**config.mk**
```make
export PLATFORM = sky130hd
export DESIGN_NAME = div_seq_flat
export DESIGN_NICKNAME = d
export VERILOG_FILES = /design/src/rtl/div_seq_if.sv /design/src/rtl/div_seq.sv /design/src/flat_wrapper.sv
export SDC_FILE = /design/constraint.sdc
export NUM_CORES = 1
export LEC_CHECK = 0
export BUFFER_PORTS_ARGS = -buffer_cell sky130_fd_sc_hd__buf_2
export CORE_MARGIN = 3
export CORE_UTILIZATION = 35
export DETAILED_ROUTE_END_ITERATION = 8
export SYNTH_ARGS = -nofsm -noshare
export SYNTH_HDL_FRONTEND = slang
export SYNTH_SLANG_ARGS = --single-unit
```
**constraint.sdc**
```tcl
create_clock -name clock -period 3.5 [get_ports clock]
set_input_delay 0.7 -clock clock [delete_from_list [all_inputs] [get_ports clock]]
set_output_delay 0.7 -clock clock [all_outputs]
set_load 0.02 [all_outputs]
```
**src/rtl/div_seq_if.sv**
```systemverilog
// Handshake and operand/result bundle for the sequential restoring divider.
// The master side issues requests. The slave side (div_seq) returns results.
interface div_seq_if #(
   parameter int N = 16,
   parameter int M = 8
);
   logic         start;
   logic [N-1:0] dividendo;
   logic [M-1:0] divisor;
   logic [N-1:0] quociente;
   logic [M-1:0] resto;
   logic         ocupado;
   logic         pronto;
   logic         erro;

   modport master (
      output start, dividendo, divisor,
      input  quociente, resto, ocupado, pronto, erro
   );

   modport slave (
      input  start, dividendo, divisor,
      output quociente, resto, ocupado, pronto, erro
   );
endinterface

```
**src/rtl/div_seq.sv**
```systemverilog
// Unsigned restoring shift-and-subtract divider that produces one quotient bit per clock, MSB first.
// A zero divisor skips the iteration and returns all-ones / dividend-low-bits with erro set.
module div_seq #(
   parameter int N = 16,
   parameter int M = 8
) (
   input  logic     clock,
   input  logic     reset_n,
   div_seq_if.slave bus
);
   localparam int CW = $clog2(N + 1);

   typedef enum logic [1:0] {IDLE, RUN, DONE} state_t;

   state_t        state, state_nx;
   logic [CW-1:0] cnt;
   logic [M-1:0]  r;
   logic [M-1:0]  d;
   logic [N-1:0]  q;
   logic [N-1:0]  quo;
   logic [M-1:0]  rem;
   logic          err;

   logic [M:0]    r_sh;
   logic          ge;
   logic [M-1:0]  r_nx;
   logic [N-1:0]  q_nx;
   logic          accept;
   logic          last;
   logic          busy;
   logic          done;

   // r holds only M bits: the partial remainder stays below d, so the
   // (M+1)-bit value exists only transiently as r_sh.
   always_comb begin
      r_sh = {r, q[N-1]};
      ge   = r_sh >= {1'b0, d};
      r_nx = ge ? M'(r_sh - {1'b0, d}) : r_sh[M-1:0];
      q_nx = {q[N-2:0], ge};
   end

   always_comb begin
      state_nx = state;
      accept   = 1'b0;
      last     = 1'b0;
      busy     = 1'b0;
      done     = 1'b0;
      unique case (state)
         IDLE, DONE: begin
            done = (state == DONE);
            if (bus.start) begin
               accept   = 1'b1;
               state_nx = (bus.divisor == '0) ? DONE : RUN;
            end else begin
               state_nx = IDLE;
            end
         end
         RUN: begin
            busy = 1'b1;
            if (cnt == CW'(1)) begin
               last     = 1'b1;
               state_nx = DONE;
            end
         end
         default: state_nx = IDLE;
      endcase
   end

   always_ff @(posedge clock or negedge reset_n) begin
      if (!reset_n) begin
         state <= IDLE;
      end else begin
         state <= state_nx;
      end
   end

   always_ff @(posedge clock or negedge reset_n) begin
      if (!reset_n) begin
         cnt <= '0;
         r   <= '0;
         q   <= '0;
         d   <= '0;
         quo <= '0;
         rem <= '0;
         err <= 1'b0;
      end else if (accept) begin
         d   <= bus.divisor;
         q   <= bus.dividendo;
         r   <= '0;
         cnt <= CW'(N);
         if (bus.divisor == '0) begin
            quo <= '1;
            rem <= bus.dividendo[M-1:0];
            err <= 1'b1;
         end
      end else if (state == RUN) begin
         q   <= q_nx;
         r   <= r_nx;
         cnt <= cnt - CW'(1);
         if (last) begin
            quo <= q_nx;
            rem <= r_nx;
            err <= 1'b0;
         end
      end
   end

   assign bus.quociente = quo;
   assign bus.resto     = rem;
   assign bus.erro      = err;
   assign bus.ocupado   = busy;
   assign bus.pronto    = done;
endmodule

```
**src/flat_wrapper.sv**
```systemverilog
// flat-port wrapper written by rule: the top's interface ports become plain ports
module div_seq_flat 
#(
   parameter int N = 16,
   parameter int M = 8
)
  (clock, reset_n, bus_start, bus_dividendo, bus_divisor, bus_quociente, bus_resto, bus_ocupado, bus_pronto, bus_erro);
  div_seq_if #(.N(N), .M(M)) bus_i ();
  input  logic clock;
  input  logic reset_n;
  input wire logic [$bits(bus_i.start)-1:0] bus_start;
  input wire logic [$bits(bus_i.dividendo)-1:0] bus_dividendo;
  input wire logic [$bits(bus_i.divisor)-1:0] bus_divisor;
  output wire logic [$bits(bus_i.quociente)-1:0] bus_quociente;
  output wire logic [$bits(bus_i.resto)-1:0] bus_resto;
  output wire logic [$bits(bus_i.ocupado)-1:0] bus_ocupado;
  output wire logic [$bits(bus_i.pronto)-1:0] bus_pronto;
  output wire logic [$bits(bus_i.erro)-1:0] bus_erro;
  assign bus_i.start = bus_start;
  assign bus_i.dividendo = bus_dividendo;
  assign bus_i.divisor = bus_divisor;
  assign bus_quociente = bus_i.quociente;
  assign bus_resto = bus_i.resto;
  assign bus_ocupado = bus_i.ocupado;
  assign bus_pronto = bus_i.pronto;
  assign bus_erro = bus_i.erro;
  div_seq #(.N(N), .M(M)) u_core (.clock(clock), .reset_n(reset_n), .bus(bus_i));
endmodule
```
==> results of run 1 <==
==> power groups by stage <==
| stage | clock network, mW | registers (mW) | logic (mW) |
|---|---|---|---|
| finish | 0.794 | 1.38 | 2.27 |
| global route | 0.846 | 1.42 | 2.52 |
| CTS | 0.814 | 1.38 | 2.26 |
| detailed placement | 0 | 1.39 | 2.25 |
| global placement | 0 | 1.39 | 2.21 |
| floorplan | 0 | 1.49 | 1.49 |
==> routing by layer <==
metal / wire length, µm / global-route usage (%) / vias up / share of wire (%)
met5: 0 / 0 / - / 0
met4: 99 / 5.83 / 0 / 1.2
met3: 448 / 3.18 / 10 / 5.4
met2: 3790 / 24.3 / 79 / 46
met1: 3980 / 24.8 / 1277 / 48
li1: - / - / 1301 / -
==> placed cells by master (no fill, tap or decap), types with 2 or more instances in the layout <==
cell and instances:
a31oi_1 12, nor3_1 7, ha_1 10, o2111ai_1 2
dfrtp_1 64, nand3_1 12, nor2_1 7, a211oi_1 2
nand2b_1 3, a21oi_1 15, a22oi_1 15, o211ai_1 2
clkbuf_8 10, buf_2 53, and4_1 2, buf_4 8
nor2b_1 3, nand2_1 51, or3_1 5, o31ai_1 3
xnor2_1 2, or4_1 2, and2_1 2, bufinv_16 3
and3_1 3, inv_1 13, o21ai_0 31, o22a_1 15
a21o_1 2
==> cell families (layout without fill, tap and decap cells) <==
logic type               Yosys count  count (layout)  synth area share (%)
AO/OA/AOI/OAI                    109             109                  23.0
adder cells (fa/ha/maj)           11              11                  4.59
flip-flops                        64              64                  50.6
AND/OR/NAND/NOR                  105             105                  16.2
XOR/XNOR                           3               3                 0.831
multiplexers                       1               1                 0.316
buffers and inverters             32              91                  4.43
==> sequential cells by signal, summed over array words and instances (netlist names) <==
| name | count |
|---|---|
| u_core.r | 8 |
| u_core.bus.quociente | 16 |
| u_core.bus.erro | 1 |
| u_core.state | 2 |
| u_core.q | 16 |
| u_core.d | 8 |
| u_core.bus.resto | 8 |
| u_core.cnt | 5 |
==> final cells by class <==
| class | count | area [µm²] |
|---|---|---|
| clock inverter | 6 | 115 |
| fill | 843 | 4970 |
| tap | 108 | 135 |
| sequential | 64 | 1600 |
| multi-input combinational | 229 | 1420 |
| timing repair buffer | 61 | 325 |
| inverter | 14 | 52.6 |
| clock buffer | 10 | 138 |
==> how the worst max path moves through the flow <==
stage	endpoint	slack, ns	start	depth (start not counted)
floorplan	u_core.bus.resto[0]	1.27	bus_divisor[1]	6
finish	u_core.bus.resto[0]	0.96	u_core.r[0]	6
global route	u_core.bus.resto[0]	0.83	u_core.d[1]	7
detailed placement	u_core.bus.resto[2]	0.98	bus_divisor[5]	6
global placement	u_core.bus.resto[0]	1.01	bus_divisor[5]	6
CTS	u_core.bus.resto[0]	1.01	u_core.r[0]	6
==> per-stage QoR <==
stage	util [%]	total power [mW]
2_1_floorplan	-	2.99
3_3_place_gp	40.4	3.60
3_5_place_dp	40.4	3.63
4_1_cts	43.3	4.45
5_1_grt	43.3	4.79
6_report	43.3	4.44
==> worst max-delay path: stages, from the launching register on <==
cell and delay, ns:
dfrtp_1 0.45, ha_1 0.36, nor2b_1 0.19, o2111ai_1 0.18, a21oi_1 0.65, nor2_1 0.21
a311o_1 0.39
==> metrics.csv, run 1 <==
metric,value,unit
status,completed,
Root Buffer,clkbuf_8,
Max Cap Viol,0,
Final Non-Filler Cells,492,
setup TNS,0,ns
GR Overflow Total,0,
CORE AREA,8760,µm²
Peak VDD IR,461,µV
Yosys top cell by area,dfrtp_1,
R2R cell count,6,
Post-synth EDFFs,0,
Seq pwr share,31.0,%
largest net degree at the start of global routing,38,
CP Max Fanout,8,
count of final setup violators,0,
Hold Crit Class,in -> async,
Syn Inst Count,325,
first-pass GRT wire length,13200,µm
skew final,0.0100,ns
via count,2667,
dpl cell area,3540,µm²
Leakage Power,1.71,nW
initial core utilization,36.1,%
port buffer count,53,
"Setup Fix Bufs, Post-CTS",0,
Sw Share,43.9,%
post-route setup slack,0.965,ns
"reg-to-reg slack, setup",0.96,ns
CTS H-Tree Depth,3,
r2r startpoint,u_core.r[0],
Syn Nets,363,
"antenna viol nets, final",0,
drt wl/cell,16.9,µm
initial antenna violation count,0,
fin nets,417,
"Data arrival, critical path",2.75,ns
Max Root-Sink Buffers,2,
share of the synthesized area in the top cell type,50.6,%
share of power burned in the clock network,17.9,%
WL final,8320,µm
Pwr Density,1170,nW/µm²
most frequent cell after synthesis,dfrtp_1,
unrepaired setup endpoints after global routing,false,
drt drc,0,
Hold Buf Count CTS,0,
critical path class,reg -> reg,
Final Max Slew Viols,0,
CTS resizes,0,
Antenna diodes,0,
"Req. time, crit path",3.72,ns
Comb power frac,51.1,%
Iteration-0 DRC Markers,197,
RR Endpoint,u_core.bus.resto[0],
die width,101,µm
Rows,34,
vias in the first global route,2490,
Post-Syn Area,3160,µm²
ys flop type,dfrtp_1,
chip height,101,µm
Ys Warns,0,
#FFs+latches synth,64,
Pre-antenna DRT Iters,5,
Syn Area/Cell,9.73,µm²
Slew @ Worst Pin,0.730,ns
GRT Total Usage,16.7,%
GPL Wtd Cong,0.849,
Worst-Skew Late Latency,0.34,ns
fin crit share,72.4,%
Synth cell types,51,
Vias/cell,5.42,
die area,10200,µm²
worst hold slack,0.366,ns
synthesis-to-finish area growth,19.9,%
Clock Sinks,64,
fin area,3790,µm²
CP endpoint kind,flip-flop,
Synth async-reset ratio,100,%
hpwl dp,5860,µm
layout cells sized above 1,22.1,%
synth top area cells,"dfrtp_1 (51%), nand2_1 (6.1%), o21ai_0 (4.9%)",
Net Sw Power,1.95,mW
Cell Int Power,2.49,mW
clk slew on worst S/H paths,0.08,ns
Tmin final,2.54,ns
CP Launch Type,flip-flop,
DP Worst Slack,0.979,ns
CTS tree,built,
CTS Buf Count,9,
commonest cells in the netlist,"dfrtp_1 (64), nand2_1 (51), o21ai_0 (31)",
number of top-level pins,54,
Slew HR,51.3,%
register area share after synthesis,50.6,%
# placed instances,476,
fmax,394,MHz
"Hold Vio Cnt, Final",0,
Note: power is estimated with default switching activity, not from simulation.
==> inputs of run 2 (changes only) <==
--- a/config.mk
+++ b/config.mk
@@ -5,6 +5,7 @@
 export SDC_FILE = /design/constraint.sdc
 export NUM_CORES = 1
 export LEC_CHECK = 0
+export ABC_AREA = 1
 export BUFFER_PORTS_ARGS = -buffer_cell sky130_fd_sc_hd__buf_2
 export CORE_MARGIN = 3
 export CORE_UTILIZATION = 35
==> constraint.sdc (replaced) <==
create_clock -name clock -period 2.2 [get_ports clock]
set_input_delay 0.44 -clock clock [delete_from_list [all_inputs] [get_ports clock]]
set_output_delay 0.44 -clock clock [all_outputs]
set_load 0.02 [all_outputs]
==> run 2 against run 1 <==
Synthesized cell count grew 27%. Global-route usage shrank 1.1 points. Highest routed layer unchanged. Clock-buffer cell count up 3. Sequential share of layout area down 2.0 points. Total power is 53% higher.
==> metrics.csv, run 2 <==
metric,value,unit,change
Clock Sinks,64,,unchanged
share of the synthesized area in the top cell type,47.6,%,-3.0 points
Worst Setup SP,u_core.q[15],,
chip height,104,µm,+2.9%
clk slew on worst S/H paths,0.07,ns,about the same
Leakage Power,2.17,nW,+27%
GPL Wtd Cong,0.858,,+0.97%
Rows,35,,+2.9%
most frequent cell after synthesis,nand2_1,,
hpwl dp,5860,µm,about the same
Slew @ Worst Pin,0.519,ns,-0.211 ns
GR Overflow Total,0,,unchanged
Syn Inst Count,414,,+27%
critical path class,reg -> reg,,
Vias/cell,4.68,,-14%
Antenna diodes,0,,unchanged
"CP delay by family, top",simple AND/OR/NAND/NOR gates,,
# placed instances,591,,+24%
CTS H-Tree Depth,3,,unchanged
drt drc,0,,unchanged
Final Non-Filler Cells,606,,+23%
setup TNS,0,ns,unchanged
"Setup Fix Bufs, Post-CTS",0,,unchanged
port buffer count,53,,unchanged
layout cells sized above 1,21.0,%,-1.2 points
unrepaired setup endpoints after global routing,false,,
skew final,0.00749,ns,-0.00253 ns
Worst path max stage delay,0.41,ns,-0.24 ns
most frequent cells in the layout,"nand2_1 (103), inv_1 (69), dfrtp_1 (64)",,
fillers,1000,,+19%
count of final setup violators,0,,unchanged
Post-Syn Area,3360,µm²,+6.3%
Tmin final,1.91,ns,-0.628 ns
R2R cell count,12,,+6
Pwr Density,1700,nW/µm²,+46%
post-route setup slack,0.293,ns,-0.672 ns
"reg-to-reg slack, setup",0.29,ns,-0.67 ns
Max Cap Viol,0,,unchanged
die area,10800,µm²,+5.9%
multi-input logic area,1430,µm²,+0.44%
Root Buffer,clkbuf_8,,
Syn Nets,452,,+25%
WP depth,12,,+6
fin crit share,86.7,%,+14 points
CP max stage cell,fa_1,,
"Data arrival, critical path",2.19,ns,-0.56 ns
FF+latch area,1600,µm²,unchanged
Ys Warns,0,,unchanged
CP most frequent cell,nand2_1,,
Hold Crit Class,in -> async,,
Hold Buf Count CTS,0,,unchanged
CORE AREA,9280,µm²,+5.9%
"Hold Vio Cnt, Final",0,,unchanged
vias in the first global route,2874,,+15%
Post-synth EDFFs,0,,unchanged
Iteration-0 DRC Markers,134,,-32%
CP endpoint kind,flip-flop,,
r2r startpoint,u_core.q[15],,
Slew HR,65.4,%,+14 points
GRT Total Usage,15.6,%,-1.1 points
"commonest non-fill, non-tap cell in the layout",nand2_1,,
initial antenna violation count,0,,unchanged
Final Max Slew Viols,0,,unchanged
CP Max Fanout,3,,-5
first-pass GRT wire length,13800,µm,+4.7%
Critical Path Sink,u_core.bus.resto[6],,
Peak VDD IR,631,µV,+37%
#FFs+latches synth,64,,unchanged
drt wl/cell,13.3,µm,-22%
via count,2838,,+6.4%
"Req. time, crit path",2.48,ns,-1.24 ns
Yosys top cell by area,dfrtp_1,,
synthesis-to-finish area growth,18.4,%,
Synth cell types,31,,-39%
fmax,524,MHz,+33%
status,completed,,
largest net degree at the start of global routing,65,,+71%
CTS Buf Count,9,,unchanged
ys flop type,dfrtp_1,,
Pre-antenna DRT Iters,4,,-1
Worst-Skew Late Latency,0.34,ns,about the same
synth top area cells,"dfrtp_1 (48%), nand2_1 (11%), inv_1 (7.7%)",,
initial core utilization,36.2,%,+0.13 points
worst-path cell chain,"inv_1, ha_1, fa_1, nor2_1, nand2_1, nand3_1, nand2_1, nand2_1, nand3_1, nand3_1, nand2_1, inv_1",,
Max Root-Sink Buffers,2,,unchanged
fin nets,511,,+23%
DP Worst Slack,0.317,ns,-0.662 ns
WL final,8040,µm,-3.4%
die width,104,µm,+2.9%
CP Launch Type,flip-flop,,
CTS resizes,0,,unchanged
RR Endpoint,u_core.bus.resto[6],,
WP buf/inv,2,,+2
commonest cells in the netlist,"nand2_1 (103), inv_1 (69), dfrtp_1 (64)",,
register area share after synthesis,47.6,%,-3.0 points
"antenna viol nets, final",0,,unchanged
CTS tree,built,,
number of top-level pins,54,,unchanged
Synth async-reset ratio,100,%,unchanged
end-of-flow core utilization,42.9,%,-0.38 points
Syn Area/Cell,8.12,µm²,-17%
run 2: worst min-delay path by stage:
stage                               start                       to  slack (ns)  depth (start not counted)
after floorplan                   reset_n          u_core.bus.erro        0.14                          0
after global placement    u_core.bus.erro          u_core.bus.erro        0.47                          2
after detailed placement  u_core.bus.erro          u_core.bus.erro        0.47                          2
after CTS                         reset_n  u_core.bus.quociente[4]        0.11                          2
after global routing              reset_n              u_core.q[3]        0.13                          2
final                             reset_n              u_core.q[3]        0.11                          2
run 2: area by class of cell:
| type | instances | share of cell area (%) |
|---|---|---|
| inverters | 73 | 6.88 |
| flip-flops and latches | 64 | 40.2 |
| clock buffers | 13 | 4.49 |
| repair buffers | 59 | 8.11 |
| clock inverters | 2 | 0.314 |
| well taps | 129 | 4.05 |
| multi-input cells | 266 | 35.9 |
run 2: logic make-up after synthesis:
family | after synthesis | share of synthesized area, %
flip-flops | 64 | 47.6
multiplexers | 1 | 0.335
adder cells (fa/ha/maj) | 11 | 4.32
XOR/XNOR | 3 | 0.781
buffers and inverters | 84 | 9.86
AO/OA/AOI/OAI | 50 | 9.23
AND/OR/NAND/NOR | 201 | 27.9
run 2: power by group:
part	switching (mW)	internal (mW)	total, mW
combinational	2.40	1.36	3.75
clock	0.449	0.525	0.974
sequential	0.307	1.75	2.06
run 2: stage by stage:
stage	hold slack (ns)	instance area (µm²)	power, mW
floorplan	0.144	3360	4.86
global placement	0.470	3790	5.76
detailed placement	0.472	3790	5.84
CTS	0.106	3980	6.84
global route	0.132	3980	7.45
finish	0.107	3980	6.79
run 2: metal layers:
layer,track usage (%),vias up,share of wire (%)
li1,-,1440,-
met3,3.72,7,4.7
met4,4.46,0,1.1
met2,24.4,56,46
met5,0,-,0
met1,21.7,1335,48
